## src/rtl/s2p_pkg.sv

```systemverilog
// Shared types and defaults for the s2p_rx serial-to-parallel receiver.
// The optional parity stage is enabled by defining S2P_PARITY_EN.
package s2p_pkg;

   localparam int DATA_W_DEF = 16;
   localparam int CNT_W_DEF  = 4;

   typedef enum logic [1:0] {
      ST_IDLE  = 2'd0,
      ST_SHIFT = 2'd1,
      ST_PAR   = 2'd2
   } state_e;

   // A len field of 0 selects a full DATA_W-bit word.
   function automatic logic [CNT_W_DEF:0] eff_len(input logic [CNT_W_DEF-1:0] len);
      return (len == '0) ? (CNT_W_DEF+1)'(DATA_W_DEF) : {1'b0, len};
   endfunction

endpackage

```

## src/rtl/s2p_out_reg.sv

```systemverilog
// Output holding register for s2p_rx: valid/ready handshake and sticky overrun.
// A new word is dropped when the held word is unconsumed and not accepted this edge.
module s2p_out_reg #(
   parameter int DATA_W = 16
) (
   input  logic              clk,
   input  logic              reset,
   input  logic              load,
   input  logic [DATA_W-1:0] word_in,
   input  logic              out_ready,
   output logic [DATA_W-1:0] data_out,
   output logic              out_valid,
   output logic              overrun
);

   logic [DATA_W-1:0] data_q, data_d;
   logic              valid_q, valid_d;
   logic              ovr_q, ovr_d;
   logic              blocked;

   always_comb begin
      blocked = valid_q & ~out_ready;
      data_d  = data_q;
      valid_d = valid_q;
      ovr_d   = ovr_q;
      if (valid_q && out_ready) valid_d = 1'b0;
      if (load) begin
         if (blocked) begin
            ovr_d = 1'b1;
         end else begin
            data_d  = word_in;
            valid_d = 1'b1;
         end
      end
   end

   always_ff @(posedge clk) begin
      if (!reset) begin
         data_q  <= '0;
         valid_q <= 1'b0;
         ovr_q   <= 1'b0;
      end else begin
         data_q  <= data_d;
         valid_q <= valid_d;
         ovr_q   <= ovr_d;
      end
   end

   assign data_out  = data_q;
   assign out_valid = valid_q;
   assign overrun   = ovr_q;

endmodule

```

## src/rtl/s2p_rx.sv

```systemverilog
// Serial-to-parallel receiver: MSB-first capture of 1..16 bits, MSB-aligned output.
// Define S2P_PARITY_EN to add a trailing parity bit and the parity_err output.
//
// state    | meaning
// ST_IDLE  | no word in progress; enable=1 captures the first bit
// ST_SHIFT | capturing data bits until count reaches len_q
// ST_PAR   | capturing the parity bit (S2P_PARITY_EN only)
module s2p_rx
   import s2p_pkg::*;
#(
   parameter int DATA_W = DATA_W_DEF,
   parameter int CNT_W  = CNT_W_DEF
`ifdef S2P_PARITY_EN
   , parameter bit PARITY_ODD = 1'b0
`endif
) (
   input  logic              clk,
   input  logic              reset,
   input  logic              data_in,
   input  logic              enable,
   input  logic [CNT_W-1:0]  len,
   output logic [DATA_W-1:0] data_out,
   output logic              out_valid,
   input  logic              out_ready,
   output logic              busy,
   output logic              overrun
`ifdef S2P_PARITY_EN
   , output logic            parity_err
`endif
);

   state_e            state_q, state_d;
   logic [CNT_W:0]    count_q, count_d;
   logic [CNT_W:0]    len_q, len_d;
   logic [DATA_W-1:0] shift_q, shift_d;
   logic [DATA_W-1:0] word;
   logic [CNT_W-1:0]  idx;
   logic              done;
`ifdef S2P_PARITY_EN
   logic              par_calc;
   logic              accept;
   logic              perr_q, perr_d;
`endif

   always_comb begin
      state_d = state_q;
      count_d = count_q;
      len_d   = len_q;
      shift_d = shift_q;
      done    = 1'b0;
      idx     = CNT_W'(DATA_W-1) - count_q[CNT_W-1:0];
`ifdef S2P_PARITY_EN
      par_calc = 1'b0;
`endif
      case (state_q)
         ST_IDLE: begin
            if (enable) begin
               shift_d             = '0;
               shift_d[DATA_W-1]   = data_in;
               len_d               = eff_len(len);
               count_d             = (CNT_W+1)'(1);
               state_d             = ST_SHIFT;
               if (len_d == (CNT_W+1)'(1)) begin
                  count_d = '0;
`ifdef S2P_PARITY_EN
                  state_d = ST_PAR;
`else
                  done    = 1'b1;
                  state_d = ST_IDLE;
`endif
               end
            end
         end
         ST_SHIFT: begin
            if (!enable) begin
               state_d = ST_IDLE;
               count_d = '0;
               shift_d = '0;
            end else begin
               shift_d[idx] = data_in;
               count_d      = count_q + 1'b1;
               if (count_d == len_q) begin
                  count_d = '0;
`ifdef S2P_PARITY_EN
                  state_d = ST_PAR;
`else
                  done    = 1'b1;
                  state_d = ST_IDLE;
`endif
               end
            end
         end
`ifdef S2P_PARITY_EN
         ST_PAR: begin
            state_d = ST_IDLE;
            if (!enable) begin
               shift_d = '0;
            end else begin
               done     = 1'b1;
               par_calc = ((^shift_q) ^ data_in) != PARITY_ODD;
            end
         end
`endif
         default: begin
            state_d = ST_IDLE;
            count_d = '0;
            shift_d = '0;
         end
      endcase
      // Mask is taken from the word being completed, before the shifter is cleared.
      word = shift_d & ~({DATA_W{1'b1}} >> len_d);
      if (done) shift_d = '0;
   end

   always_ff @(posedge clk) begin
      if (!reset) begin
         state_q <= ST_IDLE;
         count_q <= '0;
         len_q   <= '0;
         shift_q <= '0;
      end else begin
         state_q <= state_d;
         count_q <= count_d;
         len_q   <= len_d;
         shift_q <= shift_d;
      end
   end

   assign busy = (state_q != ST_IDLE);

   s2p_out_reg #(
      .DATA_W (DATA_W)
   ) u_out_reg (
      .clk       (clk),
      .reset     (reset),
      .load      (done),
      .word_in   (word),
      .out_ready (out_ready),
      .data_out  (data_out),
      .out_valid (out_valid),
      .overrun   (overrun)
   );

`ifdef S2P_PARITY_EN
   always_comb begin
      accept = done & ~(out_valid & ~out_ready);
      perr_d = accept ? par_calc : perr_q;
   end

   always_ff @(posedge clk) begin
      if (!reset) perr_q <= 1'b0;
      else        perr_q <= perr_d;
   end

   assign parity_err = perr_q;
`endif

endmodule
```

## config.mk

```make
export PLATFORM = sky130hd
export DESIGN_NAME = s2p_rx
export DESIGN_NICKNAME = d
export VERILOG_FILES = /design/src/rtl/s2p_pkg.sv /design/src/rtl/s2p_out_reg.sv /design/src/rtl/s2p_rx.sv
export SDC_FILE = /design/constraint.sdc
export NUM_CORES = 1
export LEC_CHECK = 0
export CAP_MARGIN = 20
export CORE_ASPECT_RATIO = 1.25
export CORE_UTILIZATION = 36
export DETAILED_ROUTE_END_ITERATION = 10
export PLACE_DENSITY = 0.56
export SETUP_SLACK_MARGIN = 0.5
export SYNTH_ARGS = -nofsm -noshare
export SYNTH_HDL_FRONTEND = slang
export SYNTH_SLANG_ARGS = --single-unit
```

## constraint.sdc

```tcl
create_clock -name clk -period 2.72 [get_ports clk]
set_input_delay 0.408 -clock clk [delete_from_list [all_inputs] [get_ports clk]]
set_output_delay 0.408 -clock clk [all_outputs]
set_load 0.005 [all_outputs]
```

# [Word level (Yosys, flattened, before mapping)]
# Index checks and enable logic that the tools add are counted.
[totals] inputBits=9 out_inout_bits=19 wordCells=59 reg_bits=46
[classes] n_mux=27 order_cmp=2 shifts=1 reduce_logical=9 bitwise_logic=6 addsub=2 eq_ne=5
[ops] operator="16-bit 2-to-1 mux" count=2
[ops] operator="16-bit one-hot mux with 2 select lines" count=1
[ops] operator="5-bit 2-to-1 mux" count=6
[ops] operator="16-bit AND" count=1
[ops] operator="16-bit bitwise mux" count=1
[ops] operator="16-bit NOT" count=1
[ops] operator="16-bit by 5-bit >> shifter with 16-bit output, first input constant" count=1
[ops] operator="1-bit 2-to-1 mux" count=10
[ops] operator="5-bit one-hot mux with 2 select lines" count=1
[ops] operator="2-bit 2-to-1 mux" count=3
[ops] operator="2-bit AND reduction" count=3
[ops] operator="5-bit by 1-bit adder with 5-bit output, second input constant" count=1
[ops] operator="5-bit by 1-bit equality test with 1-bit output, second input constant" count=1
[ops] operator="5-bit equality test" count=1
[ops] operator="4-bit by 5-bit less-than comparator with 1-bit output, second input constant" count=1
[ops] operator="1-bit demux with 4-bit select" count=1
[ops] operator="4-bit by 1-bit greater-or-equal comparator with 1-bit output, second input constant" count=1
[ops] operator="4-bit logical NOT" count=1
[ops] operator="2-bit one-hot mux with 2 select lines" count=1
[ops] operator="4-bit subtractor, first input constant" count=1
[ops] operator="3-bit != test, second input constant" count=1
[ops] operator="1-bit NOT" count=3
[ops] operator="2-bit by 1-bit equality test with 1-bit output, second input constant" count=1
[ops] operator="1-bit logical AND" count=2
[ops] operator="other kinds (6)" count=6

# [Logic depth before layout (Yosys ltp)]
[depth] word_depth=9 mapped_depth=9 ltp_nobuf=7

# [By module]
# From an unflattened synthesis, not the netlist that was laid out.
[unflattened] cells_unflattened=295 hier_area_um2=2459.9
[by_module_without_submodules] module="s2p_rx" cells_per_inst=218 area_per_inst_um2=1726.7 n_inst=1
[by_module_without_submodules] module="s2p_out_reg" cells_per_inst=77 area_per_inst_um2=733.2 n_inst=1

# [Worst setup path after synthesis]
# Ideal clock, no wire load.
[synth_timing] path_type="flip-flop to flip-flop" startpoint="register count_q[0]" endpoint="register u_out_reg.data_q[13] (netlist: u_out_reg.data_out[13])" path_slack_ns=0.635 stages_incl_launch_ff=10 arrival_time_ns=2.014 synth_period_minus_slack_ns=2.085 required_time_ns=2.648 cell_sequence="dfxtp_1 inv_1 ha_1 xor2_1 a211oi_2 o311ai_2 buf_6 o22ai_4 buf_8 mux2i_1"
[synth_between] elab_chain_len=9
[synth_rtl] element="start: declaration" line="s2p_rx.sv:33" text="logic [CNT_W:0] count_q, count_d;"
[synth_rtl] element="start signal: assignment" line="s2p_rx.sv:123" text="count_q <= count_d;"
[synth_rtl] element="4-bit subtractor" line="s2p_rx.sv:51" text="idx = CNT_W'(DATA_W-1) - count_q[CNT_W-1:0];"
[synth_rtl] element="4-bit by 5-bit less-than comparator with 1-bit output (not written as such) / 4-bit by 1-bit greater-or-equal comparator with 1-bit output (equally long branches)" line="s2p_rx.sv:80" text="shift_d[idx] = data_in;"
[synth_rtl] element="1-bit logical AND (not written as such)" line="s2p_rx.sv:80"
[synth_rtl] element="1-bit 2-to-1 mux (not written as such)" line="s2p_rx.sv:80"
[synth_rtl] element="1-bit demux with 4-bit select" line="s2p_rx.sv:80"
[synth_rtl] element="16-bit bitwise mux" line="s2p_rx.sv:80"
[synth_rtl] element="16-bit 2-to-1 mux" line="s2p_rx.sv:75" text="if (!enable) begin"
[synth_rtl] element="16-bit one-hot mux with 2 select lines" line="s2p_rx.sv:55" text="case (state_q)"
[synth_rtl] element="16-bit AND" line="s2p_rx.sv:111" text="word = shift_d & ~({DATA_W{1'b1}} >> len_d);"
[synth_rtl] element="end signal: assignment" line="s2p_out_reg.sv:43" text="data_q <= data_d;"
[synth_rtl] element="end: declaration" line="s2p_out_reg.sv:16" text="logic [DATA_W-1:0] data_q, data_d;"
# Parallel ways exist; a longest one is shown, timed or not.
# A chain may end at the register's enable or synchronous reset.

# [Final worst setup path]
[layout_timing] startpoint="register count_q[0]" endpoint="register u_out_reg.data_q[3] (netlist: u_out_reg.data_out[3])"
# Same word-level chain as after synthesis.

==> summary by stage <==
Yosys
In the synthesized netlist, the number of instances is between 300 and 400. The total number of yosys warnings is 0. The area share of the largest cell type after synthesis is 0.348. The post-synthesis net count is about 320. For this run, the leading register cell type out of synthesis is sky130_fd_sc_hd__dfxtp_1. The cell with the most instances after synthesis is sky130_fd_sc_hd__dfxtp_1. For this run, the register share of the synthesized area comes to 0.348.

After synthesis, the most frequently instantiated cells are 45 x sky130_fd_sc_hd__dfxtp_1, 42 x sky130_fd_sc_hd__nand2_1, 36 x sky130_fd_sc_hd__mux2i_1. After synthesis, the share of flip-flops with an asynchronous set or reset is 0. The number of flip-flops and latches in the synthesized netlist is between 40 and 50. In this run the cell area of the synthesized design comes to 2590 um2. Sorting the synthesized cells by area gives the leading types as sky130_fd_sc_hd__dfxtp_1 35%, sky130_fd_sc_hd__mux2i_1 14%, sky130_fd_sc_hd__nand2_1 6.1%, sky130_fd_sc_hd__nor2b_1 6.0%, sky130_fd_sc_hd__o21ai_0 4.3%. Summed over all instances, the cell type with the most area after synthesis is sky130_fd_sc_hd__dfxtp_1. The count of flip-flops with a built-in enable after synthesis is 0. The average size of a mapped cell is ~8.5 um2.

In this run, distinct cell masters in the synthesized netlist total 45.

STA
Dividing the final minimum period by the clock period gives 0.773. Setup repair after global routing left no endpoint under its margin. The minimum clock period after layout is 2.10 ns. Setup violations remaining at the end of the flow were counted as 0. The number of hold violations in the final report was 0.

The worst-case headroom to the max-slew limit is 0.587. The total count of max-transition violations in the final report is 0. The transition at the pin with the smallest max-transition slack is 0.618 ns. The smallest hold slack is 0.462 ns. After routing, the total negative slack on setup checks comes to 0 ns.

Static timing analysis puts the maximum clock frequency at between 400 and 500 MHz. The clock arrives with 0.00738 ns of skew.

Placed design
In this run, placement finished with an instance count of 412. Once detailed placement completed, the half-perimeter wirelength came to 4500 um. The congestion estimate from routability-driven global placement came to 0.834. Input and output buffers added on the ports amount to 27.

Power
Across the VDD grid, the largest voltage drop is 0.312 mV. The power per unit of standard cell area is between 400 and 500 nW/um2. The design draws 1440 uW. Summed over all cells, the static leakage comes to 0.00114 uW.

Clocking
Clock-pin slew was measured on the worst setup and hold paths at roughly 0.090 ns. The number of clock buffers inserted by TritonCTS is 5. The master cell of the clock root buffer is sky130_fd_sc_hd__clkbuf_8. The number of buffers added to fix hold violations after cts is 0. The number of clock sinks is 45. At the later pin of the worst-skew pair, clock insertion delay measures about 0.30 ns. The number of H-tree levels is 2. The clock tree from TritonCTS is done. The clock passes through at most 2 buffers.

Finish
The register area is approximately 910 um2. The ratio of cells with drive above 1 in the final layout is 0.112. The filler cell count in the final layout is 700.

The combined area of the multi-input logic cells is 1560 um2. The non-filler instance count after layout is 421. 0 antenna diodes ended up in the layout.

The net count reported at finish is 343. From synthesis to final layout, the design area changed by 21.5%.

Floorplan
From left edge to right edge, the die measures around 80 um. 28 I/O pins were placed. The floorplan step defined a die boundary enclosing 7530 um2. Row generation in the floorplan step produced 34 rows. The placeable core region is 6930 um2. The die height is 96.8 um.

For this configuration, the core starts out at a cell density of 0.373.

Flow run
The count of maximum capacitance violations is 0.

Setup path
The sort of element at the start of the critical path is a flip-flop. STA puts the critical path data arrival time at 2.34 ns. The number of cells on the worst reg-to-reg path is 9. The nature of the critical path endpoint is a flip-flop. The data required time of the critical path is between 2 and 3 ns. The beginning of the critical path is count_q[0]$_SDFFE_PN0P_. Along the worst path, the maximum fanout reaches 11.

The critical setup path kind is flip-flop to flip-flop. The critical path capture point is u_out_reg.data_out[3]$_SDFFE_PN0P_. The worst register-to-register path begins at count_q[0]$_SDFFE_PN0P_. The reg-to-reg endpoint is u_out_reg.data_out[3]$_SDFFE_PN0P_. The minimum setup slack among reg-to-reg paths is 0.62 ns.

Global route
The number of antenna violations at the first check in global routing is 0. For this run the aggregate overflow at the end of global routing stands at 0. The maximum number of pins on one net before global-route repair is 46.

The first global-routing pass estimated 10500 um of wire. In the global route stage, overall resource usage came out at 0.176. The via count of the first global-routing pass came to 2181.

Routing
The number of vias in the routed layout is approximately 2200. After detailed routing, the average wire length per cell comes to 15.3 um. The number of remaining DRC errors is 0.

The remaining number of nets flagged by the antenna check after routing is 0. The mean number of vias per cell is 5.19. For this block, the initial DRC count from the detailed router was 133.

The aggregate routed wire length is 6430 um. For this run, the detailed router's first-pass iteration total came to 4.

Worst hold path
The tightest min-delay check is of the flip-flop to flip-flop type.

Status
The run finished with clean final reports.
[stage by stage]
| stage | utilization | area, um2 | setup slack, ns |
|---|---|---|---|
| after floorplan | - | 2590 | 0.635 |
| after global placement | 0.428 | 2970 | 0.360 |
| after detailed placement | 0.428 | 2970 | 0.379 |
| after CTS | 0.446 | 3090 | 0.564 |
| after global routing | 0.453 | 3140 | 0.494 |
| final | 0.453 | 3140 | 0.617 |
[final cells by class]
cell class,instances,share of cell area
Clock buffer,6,0.0263
Multi-Input combinational cell,231,0.495
Tap cell,90,0.0358
Sequential cell,45,0.288
Clock inverter,2,0.0119
Inverter,5,0.00597
Timing Repair Buffer,42,0.137
[where the power goes]
group,switching [uW],internal [uW],total [uW]
Sequential,13.9,668,682
Clock,243,299,542
Combinational,123,91.7,215
Total,380,1060,1440
[worst max-delay path, stage by stage (launching register included)]
cell                        delay (ns)
sky130_fd_sc_hd__dfxtp_4          0.40
sky130_fd_sc_hd__inv_2            0.07
sky130_fd_sc_hd__ha_4             0.24
sky130_fd_sc_hd__xor2_1           0.14
sky130_fd_sc_hd__a211oi_2         0.24
sky130_fd_sc_hd__o311ai_2         0.14
sky130_fd_sc_hd__buf_6            0.17
sky130_fd_sc_hd__o22ai_4          0.23
sky130_fd_sc_hd__clkbuf_16        0.23
sky130_fd_sc_hd__mux2i_1          0.17
[logic make-up (layout without fill, tap and decap cells)]
| group | after synthesis | in the layout | share of synthesized area |
|---|---|---|---|
| simple gates | 130 | 130 | 0.271 |
| buf+inv | 29 | 55 | 0.0571 |
| compound gates | 55 | 55 | 0.143 |
| flops | 45 | 45 | 0.348 |
| xor+xnor | 5 | 5 | 0.0169 |
| mux | 37 | 37 | 0.144 |
| fa+ha+maj | 4 | 4 | 0.0194 |
[worst min path at each step]
stage | start | cells past startpoint | endpoint | slack [ns]
after global routing | u_out_reg.data_out[11]$_SDFFE_PN0P_ | 2 | u_out_reg.data_out[11]$_SDFFE_PN0P_ | 0.48
after detailed placement | u_out_reg.data_out[11]$_SDFFE_PN0P_ | 2 | u_out_reg.data_out[11]$_SDFFE_PN0P_ | 0.45
after global placement | u_out_reg.data_out[3]$_SDFFE_PN0P_ | 2 | u_out_reg.data_out[3]$_SDFFE_PN0P_ | 0.44
after floorplan | u_out_reg.data_out[0]$_SDFFE_PN0P_ | 2 | u_out_reg.data_out[0]$_SDFFE_PN0P_ | 0.45
after CTS | u_out_reg.data_out[11]$_SDFFE_PN0P_ | 2 | u_out_reg.data_out[11]$_SDFFE_PN0P_ | 0.47
final | u_out_reg.data_out[8]$_SDFFE_PN0P_ | 2 | u_out_reg.data_out[8]$_SDFFE_PN0P_ | 0.46
[layer usage]
metal / track usage / routed length [um] / vias up
met5: 0 / 0 / -
met4: 0.0653 / 162 / 0
met3: 0.0245 / 124 / 13
met2: 0.300 / 3120 / 31
met1: 0.224 / 3020 / 1019
li1: - / - / 1122
[layout by cell type, fill, tap and decap left out, types with 2 or more instances in the layout]
cell                              synthesis  layout
sky130_fd_sc_hd__clkdlybuf4s50_1          0      27
sky130_fd_sc_hd__nand3b_1                 9       9
sky130_fd_sc_hd__buf_12                   0       2
sky130_fd_sc_hd__ha_1                     4       2
sky130_fd_sc_hd__and2_1                   2       2
sky130_fd_sc_hd__or4b_2                   2       2
sky130_fd_sc_hd__dfxtp_1                 45      43
sky130_fd_sc_hd__xor2_1                   2       2
sky130_fd_sc_hd__o211ai_1                 4       4
sky130_fd_sc_hd__and2b_1                  2       2
sky130_fd_sc_hd__o21a_1                   2       2
sky130_fd_sc_hd__inv_1                    5       4
sky130_fd_sc_hd__nor3_1                   4       4
sky130_fd_sc_hd__nor2_1                   9       9
sky130_fd_sc_hd__nand4_1                  2       2
sky130_fd_sc_hd__buf_4                    0      11
sky130_fd_sc_hd__and4b_1                  3       3
sky130_fd_sc_hd__clkbuf_8                 0       6
sky130_fd_sc_hd__nand2b_1                 2       2
sky130_fd_sc_hd__a21oi_1                  5       5
sky130_fd_sc_hd__mux2i_1                 36      36
sky130_fd_sc_hd__o21ai_0                 22      22
sky130_fd_sc_hd__nand2_1                 42      42
sky130_fd_sc_hd__nand3_1                 19      19
sky130_fd_sc_hd__o31ai_1                  3       3
sky130_fd_sc_hd__xnor2_1                  3       3
sky130_fd_sc_hd__nor3b_1                  5       5
sky130_fd_sc_hd__a31oi_1                  7       7
sky130_fd_sc_hd__nor2b_1                 25      24
sky130_fd_sc_hd__o22ai_1                  2       2
[flip-flops by register name (all words and copies together) (netlist names)]
signal	cells
u_out_reg.overrun	1
shift_q	16
len_q	5
state_q	1
u_out_reg.data_out	16
u_out_reg.out_valid	1
count_q	5
[repair_timing]
action | 4_1_cts | 5_1_grt
endpoints found under the setup margin | 1 | 32
gates cloned | 0 | 1
buffers inserted | 0 | 0
pin swaps | 0 | 2
resized for setup | 1 | 7
Note: power is estimated with default switching activity, not from simulation.
